==> src/rtl/pad_rx_pkg.sv <==
// Shared types and constants for the pad receive filter: filter states,
// edge-select bit positions, the queued event type and the default queue depth.
package pad_rx_pkg;

  typedef enum logic [1:0] {
    STB_LO = 2'd0,
    PND_HI = 2'd1,
    STB_HI = 2'd2,
    PND_LO = 2'd3
  } filt_state_e;

  localparam int unsigned EDGE_RISE = 0;
  localparam int unsigned EDGE_FALL = 1;

  typedef struct packed {
    logic rise;
  } pad_evt_t;

  localparam int unsigned DEFAULT_FIFO_DEPTH = 2;

endpackage

==> src/rtl/pad_rx_evt_fifo.sv <==
// Small event queue for filtered pad edges. A push into a full queue is taken
// only when a pop happens in the same cycle; popping an empty queue does nothing.
module pad_rx_evt_fifo
  import pad_rx_pkg::*;
#(
  parameter int unsigned DEPTH = DEFAULT_FIFO_DEPTH
) (
  input  logic     clk_i,
  input  logic     rst_i,
  input  logic     push_i,
  input  pad_evt_t push_data_i,
  input  logic     pop_i,
  output pad_evt_t pop_data_o,
  output logic     full_o,
  output logic     empty_o
);

  localparam int unsigned PTR_W = $clog2(DEPTH);
  localparam int unsigned CNT_W = $clog2(DEPTH + 1);
  localparam logic [CNT_W-1:0] FULL_CNT = CNT_W'(DEPTH);

  pad_evt_t           mem_r [DEPTH];
  logic [PTR_W-1:0]   wr_ptr_r;
  logic [PTR_W-1:0]   rd_ptr_r;
  logic [CNT_W-1:0]   count_r;
  logic               do_pop_s;
  logic               do_push_s;

  assign empty_o    = (count_r == {CNT_W{1'b0}});
  assign full_o     = (count_r == FULL_CNT);
  assign do_pop_s   = pop_i & ~empty_o;
  assign do_push_s  = push_i & (~full_o | do_pop_s);
  assign pop_data_o = empty_o ? pad_evt_t'(1'b0) : mem_r[rd_ptr_r];

  // Storage, pointers and occupancy; DEPTH is a power of two so pointers wrap naturally.
  always_ff @(posedge clk_i) begin
    if (rst_i) begin
      for (int i = 0; i < int'(DEPTH); i++) begin
        mem_r[i] <= pad_evt_t'(1'b0);
      end
      wr_ptr_r <= {PTR_W{1'b0}};
      rd_ptr_r <= {PTR_W{1'b0}};
      count_r  <= {CNT_W{1'b0}};
    end else begin
      if (do_push_s) begin
        mem_r[wr_ptr_r] <= push_data_i;
        wr_ptr_r        <= wr_ptr_r + PTR_W'(1);
      end
      if (do_pop_s) begin
        rd_ptr_r <= rd_ptr_r + PTR_W'(1);
      end
      case ({do_push_s, do_pop_s})
        2'b10:   count_r <= count_r + CNT_W'(1);
        2'b01:   count_r <= count_r - CNT_W'(1);
        default: count_r <= count_r;
      endcase
    end
  end

endmodule

==> src/rtl/pad_alsaqr_rx_filter.sv <==
// Pad receive path: synchronizer, glitch filter FSM and edge-event queue.
// Define PAD_RX_SYNC3_EN to add a third synchronizer stage.
module pad_alsaqr_rx_filter
  import pad_rx_pkg::*;
#(
  parameter logic        RST_LEVEL  = 1'b0,
  parameter int unsigned FIFO_DEPTH = DEFAULT_FIFO_DEPTH
) (
  input  logic       clk_i,
  input  logic       rst_i,
  input  logic       pad_o_i,
  input  logic [7:0] filt_len_i,
  input  logic [1:0] edge_sel_i,
  output logic       data_o,
  output logic       evt_valid_o,
  output logic       evt_rise_o,
  input  logic       evt_ready_i,
  output logic       ovf_o,
  input  logic       ovf_clr_i
);

`ifdef PAD_RX_SYNC3_EN
  localparam int unsigned SYNC_STAGES = 3;
`else
  localparam int unsigned SYNC_STAGES = 2;
`endif

  localparam filt_state_e RST_STATE = RST_LEVEL ? STB_HI : STB_LO;

  logic [SYNC_STAGES-1:0] sync_r;
  logic                   s_s;
  filt_state_e            state_r;
  filt_state_e            state_n_s;
  logic [7:0]             cnt_r;
  logic [7:0]             cnt_n_s;
  logic                   data_n_s;
  logic                   push_s;
  logic                   pop_s;
  logic                   full_s;
  logic                   empty_s;
  logic                   drop_s;
  pad_evt_t               push_evt_s;
  pad_evt_t               head_evt_s;

  assign s_s = sync_r[SYNC_STAGES-1];

  // Filter next state: leave a stable state on a mismatch, commit once s has held long enough.
  always_comb begin
    state_n_s = state_r;
    cnt_n_s   = cnt_r;
    case (state_r)
      STB_LO: begin
        if (s_s) begin
          if (filt_len_i == 8'd0) begin
            state_n_s = STB_HI;
          end else begin
            state_n_s = PND_HI;
            cnt_n_s   = 8'd1;
          end
        end else begin
          state_n_s = STB_LO;
        end
      end
      PND_HI: begin
        if (!s_s) begin
          state_n_s = STB_LO;
          cnt_n_s   = 8'd0;
        end else if (cnt_r >= filt_len_i) begin
          state_n_s = STB_HI;
          cnt_n_s   = 8'd0;
        end else begin
          cnt_n_s = cnt_r + 8'd1;
        end
      end
      STB_HI: begin
        if (!s_s) begin
          if (filt_len_i == 8'd0) begin
            state_n_s = STB_LO;
          end else begin
            state_n_s = PND_LO;
            cnt_n_s   = 8'd1;
          end
        end else begin
          state_n_s = STB_HI;
        end
      end
      PND_LO: begin
        if (s_s) begin
          state_n_s = STB_HI;
          cnt_n_s   = 8'd0;
        end else if (cnt_r >= filt_len_i) begin
          state_n_s = STB_LO;
          cnt_n_s   = 8'd0;
        end else begin
          cnt_n_s = cnt_r + 8'd1;
        end
      end
      default: begin
        state_n_s = RST_STATE;
        cnt_n_s   = 8'd0;
      end
    endcase
  end

  assign data_n_s        = (state_n_s == STB_HI) || (state_n_s == PND_LO);
  assign push_s          = (data_n_s & ~data_o & edge_sel_i[EDGE_RISE])
                         | (~data_n_s & data_o & edge_sel_i[EDGE_FALL]);
  assign push_evt_s.rise = data_n_s;
  assign pop_s           = evt_valid_o & evt_ready_i;
  assign drop_s          = push_s & full_s & ~pop_s;

  // Synchronizer, filter state and the registered level output.
  always_ff @(posedge clk_i) begin
    if (rst_i) begin
      sync_r  <= {SYNC_STAGES{RST_LEVEL}};
      state_r <= RST_STATE;
      cnt_r   <= 8'd0;
      data_o  <= RST_LEVEL;
    end else begin
      sync_r  <= {sync_r[SYNC_STAGES-2:0], pad_o_i};
      state_r <= state_n_s;
      cnt_r   <= cnt_n_s;
      data_o  <= data_n_s;
    end
  end

  // Sticky overflow; a drop in the same cycle as a clear keeps the flag set.
  always_ff @(posedge clk_i) begin
    if (rst_i) begin
      ovf_o <= 1'b0;
    end else if (drop_s) begin
      ovf_o <= 1'b1;
    end else if (ovf_clr_i) begin
      ovf_o <= 1'b0;
    end else begin
      ovf_o <= ovf_o;
    end
  end

  pad_rx_evt_fifo #(
    .DEPTH (FIFO_DEPTH)
  ) u_evt_fifo (
    .clk_i       (clk_i),
    .rst_i       (rst_i),
    .push_i      (push_s),
    .push_data_i (push_evt_s),
    .pop_i       (pop_s),
    .pop_data_o  (head_evt_s),
    .full_o      (full_s),
    .empty_o     (empty_s)
  );

  assign evt_valid_o = ~empty_s;
  assign evt_rise_o  = head_evt_s.rise;

endmodule

==> config.mk <==
export PLATFORM = sky130hd
export DESIGN_NAME = pad_alsaqr_rx_filter
export DESIGN_NICKNAME = d
export VERILOG_FILES = /design/src/rtl/pad_rx_pkg.sv /design/src/rtl/pad_rx_evt_fifo.sv /design/src/rtl/pad_alsaqr_rx_filter.sv
export SDC_FILE = /design/constraint.sdc
export NUM_CORES = 1
export LEC_CHECK = 0
export BUFFER_PORTS_ARGS = -buffer_cell sky130_fd_sc_hd__buf_2
export CAP_MARGIN = 20
export CORE_MARGIN = 5
export CORE_UTILIZATION = 40
export CTS_CLUSTER_DIAMETER = 120
export CTS_CLUSTER_SIZE = 30
export DETAILED_ROUTE_END_ITERATION = 8
export GPL_ROUTABILITY_DRIVEN = 1
export SYNTH_ARGS = -nofsm -noshare
export SYNTH_HDL_FRONTEND = slang
export SYNTH_SLANG_ARGS = --single-unit
==> constraint.sdc <==
create_clock -name clk_i -period 3.05 [get_ports clk_i]
set_input_delay 0.61 -clock clk_i [delete_from_list [all_inputs] [get_ports clk_i]]
set_output_delay 0.61 -clock clk_i [all_outputs]
set_load 0.02 [all_outputs]
After elaboration in Yosys (flattened, before gate mapping) --
Memory sizes are Yosys's and may differ from the RTL's. A register that Yosys moved wholly into a read port is not among the register bits. Cells that the tools add are included.
Operators by class: add/subtract/negate cells 5, multipliers 0, div/mod/pow operators 0, magnitude comparators 1, equal/unequal tests 10, shifts and indexed selects 0, mux-type cells 30, bitwise operators 16, reductions and logical operators 8
Operators by type and width (count):
- 2-to-1 mux 8 bit | 6
- case mux 8 bit (4 select lines) | 1
- 2-to-1 mux 2 bit | 8
- 2-to-1 mux 1 bit | 13
- equality test 2 bit, second input constant | 6
- AND 1 bit | 9
- adder 8 x 1 -> 8 bit, second input constant | 1
- >= comparator 8 bit | 1
- logical NOT 8 bit | 1
- case mux 2 bit (4 select lines) | 1
- inverter 1 bit | 5
- equality test 2 x 1 -> 1 bit, second input constant | 2
- logical NOT 2 bit | 2
- inequality test 2 bit, second input constant | 2
- case mux 2 bit (2 select lines) | 1
- nonzero test 2 bit | 2
- adder 1 bit, second input constant | 2
- adder 2 x 1 -> 2 bit, second input constant | 1
- bitwise OR 1 bit | 2
- AND reduction 2 bit | 1
- subtractor 2 x 1 -> 2 bit, second input constant | 1
- logical OR 1 bit | 1
- OR reduction 1 bit | 1
Storage, ports and cells: flip-flop bits (word level) 18, latch bits 0, bits in writable memories 2, memory bits (read-only) 0, memories kept 1
Memory list:
- u_evt_fifo.mem_r | depth 2, width 1, rd ports 1, clocked after memory_dff 1, wr ports 2, RTL line pad_rx_evt_fifo.sv:22 | pad_evt_t mem_r [DEPTH];

Depth between registers and ports, before layout --
Gate-level depths: netlist of run 1.
word-level depth 16, depth in mapped cells 11, mapped depth without buffers 11

Hierarchy --
A second synthesis of run 1 with hierarchy kept.
Second synthesis, totals: cell total of the unflattened synthesis 146, area total of the unflattened synthesis 1227.4 sq um
Modules (own cells, without submodules):
- pad_alsaqr_rx_filter | instances 1, cells an instance 111, area each 874.6 sq um, seq. area each 260.2 sq um
- pad_rx_evt_fifo | instances 1, cells an instance 35, area each 352.8 sq um, seq. area each 160.2 sq um

Least setup slack after synthesis of run 1 --
OpenSTA, ideal clock, no wires.
path kind input -> register, from in filt_len_i[0], to reg u_evt_fifo.count_r[1], library setup time 0.070 ns, arrival time 2.752 ns, slack 0.228 ns, stages on the path 9, cells stage by stage ha_1 -> nand2b_4 -> a2111oi_4 -> o21bai_1 -> nand2_2 -> mux2_4 -> ha_1 -> or3_1 -> a21oi_1
Between the ends: word-level cells in the longest chain between the ends 13
Ends and longest elaborated chain:
- start, declared | RTL line pad_alsaqr_rx_filter.sv:12 | input logic [7:0] filt_len_i,
- >= comparator 8 bit / logical NOT 8 bit (equally long branches)
- 2-to-1 mux 2 bit (on tied branches) (2 in a row)
- case mux 2 bit (4 select lines) (*) | RTL line pad_alsaqr_rx_filter.sv:51 | case (state_r)
- equality test 2 bit | RTL line pad_alsaqr_rx_filter.sv:105 | assign data_n_s = (state_n_s == STB_HI) || (state_n_s == PND_LO);
- logical OR 1 bit (*) | RTL line pad_alsaqr_rx_filter.sv:105
- inverter 1 bit | RTL line pad_alsaqr_rx_filter.sv:107 | | (~data_n_s & data_o & edge_sel_i[EDGE_FALL]);
- AND 1 bit (2 in a row) | RTL line pad_alsaqr_rx_filter.sv:107
- bitwise OR 1 bit (*) | RTL line pad_alsaqr_rx_filter.sv:107
- AND 1 bit (*) | RTL line pad_rx_evt_fifo.sv:32 | assign do_push_s = push_i & (~full_o | do_pop_s);
- equality test 2 x 1 -> 1 bit / equality test 2 bit (equally long branches) | RTL line pad_rx_evt_fifo.sv:52 | case ({do_push_s, do_pop_s})
- case mux 2 bit (2 select lines) / nonzero test 2 bit (equally long branches)
- end signal, assigned | RTL line pad_rx_evt_fifo.sv:53 | 2'b10: count_r <= count_r + CNT_W'(1);
- end signal, assigned | RTL line pad_rx_evt_fifo.sv:54 | 2'b01: count_r <= count_r - CNT_W'(1);
- end signal, assigned | RTL line pad_rx_evt_fifo.sv:55 | default: count_r <= count_r;
- end, declared | RTL line pad_rx_evt_fifo.sv:25 | logic [CNT_W-1:0] count_r;
Mark *: on every way between the ends. The rest lies on a longest branch, timed or not. A chain may end at the register's enable or synchronous reset.

Worst setup path after layout of run 1 --
from reg cnt_r[0], to reg u_evt_fifo.count_r[1]
Between the ends: word-level cells in the longest chain between the ends 13
Ends and longest elaborated chain:
- start, declared | RTL line pad_alsaqr_rx_filter.sv:34 | logic [7:0] cnt_r;
- start signal, assigned | RTL line pad_alsaqr_rx_filter.sv:122 | cnt_r <= cnt_n_s;
- >= comparator 8 bit (*) | RTL line pad_alsaqr_rx_filter.sv:68, pad_alsaqr_rx_filter.sv:91
- 2-to-1 mux 2 bit (on tied branches) | RTL line pad_alsaqr_rx_filter.sv:91, pad_alsaqr_rx_filter.sv:68
- 2-to-1 mux 2 bit (on tied branches) | RTL line pad_alsaqr_rx_filter.sv:88, pad_alsaqr_rx_filter.sv:65
- case mux 2 bit (4 select lines) (*) | RTL line pad_alsaqr_rx_filter.sv:51
- equality test 2 bit | RTL line pad_alsaqr_rx_filter.sv:105
- logical OR 1 bit (*) | RTL line pad_alsaqr_rx_filter.sv:105
- inverter 1 bit | RTL line pad_alsaqr_rx_filter.sv:107
- AND 1 bit (2 in a row) | RTL line pad_alsaqr_rx_filter.sv:107
- bitwise OR 1 bit (*) | RTL line pad_alsaqr_rx_filter.sv:107
- AND 1 bit (*) | RTL line pad_rx_evt_fifo.sv:32
- equality test 2 x 1 -> 1 bit / equality test 2 bit (equally long branches) | RTL line pad_rx_evt_fifo.sv:52
- case mux 2 bit (2 select lines) / nonzero test 2 bit (equally long branches)
Marked as above.

==> results.sh, run 1 <==
export IMPL_status="completed"
export IMPL_cts_tree="built"
export IMPL_ir_drop_mv=0.144
export IMPL_cts_max_level=1
export IMPL_core_area_mm2=0.00300
export IMPL_die_h_um=65.6
export IMPL_crit_arrival_ps=2980
export IMPL_clk_latency_ps=310
export IMPL_drc=0
export IMPL_ioPinCount=19
export IMPL_gr_total_overflow=0
export IMPL_worstSetupEndpointType="register"
export IMPL_finalCritPeriodShare=0.895
export IMPL_postCtsSetupRepairBufs=0
export IMPL_cts_hold_fix_buffers=0
export IMPL_path_clk_slew_ps=120
export IMPL_maxSlewViolCount=0
export IMPL_grt_antenna_before_repair=0
export IMPL_yosysWarnings=0
export IMPL_routed_wl_um=2360
export IMPL_syn_inst=137
export IMPL_hp_class="reg2reg"
export IMPL_synth_flop_cell="dfxtp_1"
export IMPL_wl_per_cell_um=12.4
export IMPL_layout_cells_non_filler=191
export IMPL_yosysSeqAreaShare=0.356
export IMPL_grt_max_degree=20
export IMPL_leakage_nw=0.605
export IMPL_drt_initial_drc_count=42
export IMPL_antenna_left=0
export IMPL_synth_top_cell_area_share=0.308
export IMPL_synth_enable_flop_cells=2
export IMPL_portBuffers=18
export IMPL_synthTopCellsByCount="dfxtp_1 (19), nor2_1 (19), inv_1 (12)"
export IMPL_layout_drive_gt1_share=0.209
export IMPL_power_density_mw_per_mm2=348
export IMPL_critPathKind="reg2reg"
export IMPL_syn_area_mm2=0.00124
export IMPL_max_cap_violations=0
export IMPL_post_dp_hpwl_um=1880
export IMPL_initial_core_util=0.412
export IMPL_synth_seq_cells=21
export IMPL_row_count=20
export IMPL_via_count=1026
export IMPL_die_area_mm2=0.00430
export IMPL_via_per_inst=5.37
export IMPL_cp_start_kind="register"
export IMPL_period_minus_slack_ps=2730
export IMPL_grt_util_all_layers=0.122
export IMPL_ctsResizeCount=0
export IMPL_yosysTopAreaCell="dfxtp_1"
export IMPL_fin_setup_tns_ps=0
export IMPL_r2r_setup_slack_ps=320
export IMPL_slew_limit_headroom=0.564
export IMPL_first_pass_iters=5
export IMPL_die_w_um=65.6
export IMPL_final_nets=184
export IMPL_synth_area_top_cells="dfxtp_1 (31%), ha_1 (10%), nor2_1 (5.8%)"
export IMPL_path_max_fanout=5
export IMPL_grt_pass1_vias=1007
export IMPL_cts_sinks=21
export IMPL_cts_buffers=3
export IMPL_avgSynthCellArea_um2=9.02
export IMPL_setup_viol=0
export IMPL_tightestPinTransition_ps=652
export IMPL_cts_buffer_depth=2
export IMPL_routabilityCongestion=0.800
export IMPL_grt_pass1_wl_um=4160
export IMPL_clock_skew_ps=2.16
export IMPL_hold_viol=0
export IMPL_place_inst=187
export IMPL_synthArstFlopShare=0
export IMPL_diodes=0
export IMPL_cts_root_buf="clkbuf_4"
export IMPL_synthDistinctLibCells=40
export IMPL_rsz0062_at_grt="no"
export IMPL_max_freq_mhz=367
export IMPL_worstPathRequired_ps=3300
export IMPL_synth_nets=162
export IMPL_syn_to_final_growth_pct=12.9
## layer usage
layer  routed length, µm  global-route usage
met1                 959               0.142
met2                1240               0.219
met3                 112              0.0222
met4                  46              0.0492
met5                   0                   0
## placed cells by master, fill, tap and decap left out, drive strengths merged, types with 2 or more instances in the layout
master	instances
edfxtp	2
nor3	3
nand3	3
xor2	6
o21ai	5
dfxtp	19
nor2b	3
ha	10
a211o	2
a21oi	4
nor4b	3
nor2	19
o21bai	4
xnor2	3
buf	19
and3	3
nand4	3
clkbuf	3
nand2b	3
nand2	5
mux2	2
o21a	2
inv	12
nor3b	2
mux2i	2
or4	3
a31oi	2
## final timing paths
kind                            to      start  cells past startpoint
min                      sync_r[1]  sync_r[0]                      1
max          u_evt_fifo.count_r[1]   cnt_r[0]                     10
max reg2reg  u_evt_fifo.count_r[1]   cnt_r[0]                     10
min reg2reg              sync_r[1]  sync_r[0]                      1
## state kept, by name, indices dropped and copies added (netlist names), named ones only
register and flops:
u_evt_fifo.wr_ptr_r 1, cnt_r 8, state_r 2, u_evt_fifo.count_r 2
sync_r 2, ovf_o 1, data_o 1, u_evt_fifo.rd_ptr_r 1
u_evt_fifo.mem_r 2
## cells by family (layout without fill, tap and decap cells)
kind of cell    after synthesis  count (layout)  share of synthesized area
simple gates                 53              53                      0.236
mux                           4               4                     0.0405
compound gates               26              26                      0.160
buf+inv                      14              35                     0.0425
fa+ha+maj                    10              10                      0.101
flops                        21              21                      0.356
xor+xnor                      9               9                     0.0638
## per-stage QoR
| step | hold WS [ps] | setup WS [ps] | utilization | total power [mW] | instance area [µm²] |
|---|---|---|---|---|---|
| floorplan | 414 | 228 | - | 0.335 | 1240 |
| global placement | 423 | 124 | 0.455 | 0.352 | 1370 |
| detailed placement | 430 | 93.7 | 0.455 | 0.354 | 1370 |
| CTS | 460 | 282 | 0.465 | 0.494 | 1400 |
| global route | 469 | 132 | 0.465 | 0.514 | 1400 |
| finish | 455 | 321 | 0.465 | 0.486 | 1400 |
## area by class of cell
| cell class | instances | area [µm²] |
|---|---|---|
| Multi-Input combinational cell | 102 | 743 |
| Inverter | 12 | 45.0 |
| Sequential cell | 21 | 440 |
| Tap cell | 33 | 41.3 |
| Clock inverter | 1 | 5.00 |
| Timing Repair Buffer | 19 | 97.6 |
| Fill cell | 298 | 1610 |
| Clock buffer | 3 | 22.5 |
## power by group
group | total [mW] | internal [mW] | switching [mW]
Combinational | 0.0582 | 0.0286 | 0.0295
Clock | 0.139 | 0.0490 | 0.0900
Sequential | 0.288 | 0.284 | 0.00481
## worst max-delay path, cell delays in order (launching register included)
cell       delay, ps
dfxtp_1          450
inv_1             70
ha_1             270
nand2b_4         150
a2111oi_4        350
o21bai_1         160
nand2_2           80
mux2_4           320
ha_1             330
or3_1            350
a21oi_1          140
(Power assumes the default switching activity.)
==> inputs of run 2 (changes only) <==
- ABC_AREA: not set -> 1
==> results.sh, run 2 <==
export IMPL_utilization=0.461
export IMPL_cts_max_level=1
export IMPL_synthAdderAreaFrac=0.0935
export IMPL_die_area_mm2=0.00460
export IMPL_die_w_um=67.8
export IMPL_synth_area_top_cells="dfxtp_1 (28%), ha_1 (9.4%), inv_1 (8.4%)"
export IMPL_wl_met3_um=101
export IMPL_routabilityCongestion=0.769
export IMPL_crit_arrival_ps=2680
export IMPL_synth_nets=195
export IMPL_critPathKind="in2reg"
export IMPL_period_minus_slack_ps=2480
export IMPL_yosysWarnings=0
export IMPL_setup_viol=0
export IMPL_synthTopCellsByCount="inv_1 (30), nand2_1 (25), dfxtp_1 (19)"
export IMPL_synth_top_family_by_area="simple AND/OR/NAND/NOR gates"
export IMPL_slowest_stage="ha_1"
export IMPL_synth_compound_area_frac=0.129
export IMPL_yosysTopAreaCell="dfxtp_1"
export IMPL_initial_core_util=0.407
export IMPL_worstSetupEndpointType="register"
export IMPL_synth_seq_cells=21
export IMPL_grt_pass1_wl_um=4600
export IMPL_post_dp_hpwl_um=2110
export IMPL_r2r_setup_slack_ps=610
export IMPL_max_freq_mhz=404
export IMPL_r2r_end="u_evt_fifo.count_r[1]"
export IMPL_wl_met1_um=1160
export IMPL_synth_flop_cell="dfxtp_1"
export IMPL_cts_buffers=3
export IMPL_drt_initial_drc_count=20
export IMPL_crit_start="filt_len_i[7]"
export IMPL_postCtsSetupRepairBufs=0
export IMPL_largest_register_ffs=8
export IMPL_via_count=1111
export IMPL_diodes=0
export IMPL_syn_area_mm2=0.00134
export IMPL_finalCritPeriodShare=0.812
export IMPL_path_clk_slew_ps=120
export IMPL_die_h_um=67.8
export IMPL_wl_per_cell_um=10.7
export IMPL_grt_antenna_before_repair=0
export IMPL_layout_commonest_cell="inv_1"
export IMPL_power_density_mw_per_mm2=474
export IMPL_grt_max_degree=13
export IMPL_cts_sinks=21
export IMPL_ioPinCount=19
export IMPL_crit_buf_inv=2
export IMPL_cts_hold_fix_buffers=0
export IMPL_cts_buffer_depth=2
export IMPL_slew_limit_headroom=0.769
export IMPL_layout_drive_gt1_share=0.286
export IMPL_clock_skew_ps=8.17
export IMPL_synth_most_common_cell="inv_1"
export IMPL_yosysSeqAreaShare=0.329
export IMPL_crit_chain="buf_2 > inv_2 > ha_1 > a21o_1 > nor2_2 > nand3_2 > nand2_1 > nand2_1 > nand2_1 > nand2_1 > nand2_2 > nand3_4 > ha_1 > a21oi_1 > o21ai_0 > o21ai_0 > a21oi_1"
export IMPL_via_per_inst=4.67
export IMPL_fin_setup_tns_ps=0
export IMPL_avgSynthCellArea_um2=7.87
export IMPL_routed_wl_met2_um=1260
export IMPL_drc=0
export IMPL_path_common_cell="nand2_1"
export IMPL_cp_start_kind="input pin"
export IMPL_synthArstFlopShare=0
export IMPL_antenna_left=0
export IMPL_synthMuxAreaShare=0
export IMPL_path_max_fanout=4
export IMPL_endpoint="u_evt_fifo.count_r[1]"
export IMPL_synth_top_cell_area_share=0.284
export IMPL_gr_total_overflow=0
export IMPL_final_cell_mix="inv_1 (30), nand2_1 (25), dfxtp_1 (19)"
export IMPL_slowest_delay_ps=340
export IMPL_fin_hold_ws_ps=411
export IMPL_top_layer="met4"
export IMPL_yosys_area_share_xor_xnor=0.0131
export IMPL_syn_inst=170
export IMPL_status="completed"
export IMPL_first_pass_iters=4
export IMPL_cp_depth=17
export IMPL_worstPathRequired_ps=3260
export IMPL_final_nets=218
export IMPL_portBuffers=18
export IMPL_row_count=21
export IMPL_max_cap_violations=0
export IMPL_cts_root_buf="clkbuf_4"
export IMPL_ctsResizeCount=0
export IMPL_ir_drop_mv=0.319
export IMPL_routed_wl_um=2540
export IMPL_crit_family="simple AND/OR/NAND/NOR gates"
export IMPL_regMostFlops="cnt_r"
export IMPL_grt_pass1_vias=1120
export IMPL_grt_util_all_layers=0.131
export IMPL_tightestPinTransition_ps=346
export IMPL_leakage_nw=0.731
export IMPL_syn_to_final_growth_pct=13.1
export IMPL_maxSlewViolCount=0
export IMPL_synthDistinctLibCells=29
export IMPL_synth_enable_flop_cells=2
export IMPL_rsz0062_at_grt="no"
export IMPL_hold_viol=0
export IMPL_cts_tree="built"
export IMPL_synth_simple_gate_area_frac=0.334
export IMPL_r2r_cells=18
export IMPL_clk_latency_ps=300
export IMPL_hp_class="reg2reg"
export IMPL_worstReg2RegStart="cnt_r[3]"
export IMPL_core_area_mm2=0.00328
run 2: kinds of logic after synthesis:
group                      count (synthesis)
adders and majority gates                 10
DFF                                       21
xor gates and xnor gates                   2
AOI/OAI and AO/OA                         26
and+or+nand+nor                           75
buffers and inverters                     36
run 2: cell type report:
class                      instances  area [µm²]
inverter                          36         135
sequential                        21         440
clock buffer                       3        22.5
timing repair buffer              18        90.1
clock inverter                     1        5.00
tap                               46        57.6
fill                             346        1770
multi-input combinational        113         762
run 2: how the worst min path moves through the flow:
stage / from / to / slack, ps / depth (start not counted)
global placement: sync_r[0] / sync_r[1] / 390 / 2
floorplan: sync_r[0] / sync_r[1] / 390 / 2
global route: sync_r[0] / sync_r[1] / 440 / 2
detailed placement: sync_r[0] / sync_r[1] / 390 / 2
CTS: sync_r[0] / sync_r[1] / 410 / 2
finish: sync_r[0] / sync_r[1] / 410 / 2
run 2: worst reg2reg max path: cells and delay by family, from the launching register on:
family | cells | cell delay (ps)
adders and majority gates | 2 | 620
and+or+nand+nor | 11 | 820
AOI/OAI and AO/OA | 4 | 430
DFF | 1 | 440
buffers and inverters | 1 | 40
run 2: where the power goes:
group          internal [mW]  switching [mW]  total [mW]
Sequential             0.313          0.0301       0.344
Clock                 0.0489          0.0858       0.135
Combinational         0.0859           0.153       0.239
run 2: per-layer routing:
| layer | track usage | up-vias |
|---|---|---|
| met1 | 0.157 | 494 |
| li1 | - | 596 |
| met5 | 0 | - |
| met4 | 0.0521 | 0 |
| met3 | 0.0181 | 2 |
| met2 | 0.235 | 19 |
run 2: metrics by stage:
stage / setup WS (ps) / power, mW / cells / area (µm²)
3_3_place_gp: 287 / 0.579 / 234 / 1490
5_1_grt: 272 / 0.776 / 238 / 1510
3_5_place_dp: 237 / 0.590 / 234 / 1490
2_1_floorplan: 487 / 0.526 / 170 / 1340
6_report: 574 / 0.717 / 238 / 1510
4_1_cts: 574 / 0.729 / 238 / 1510
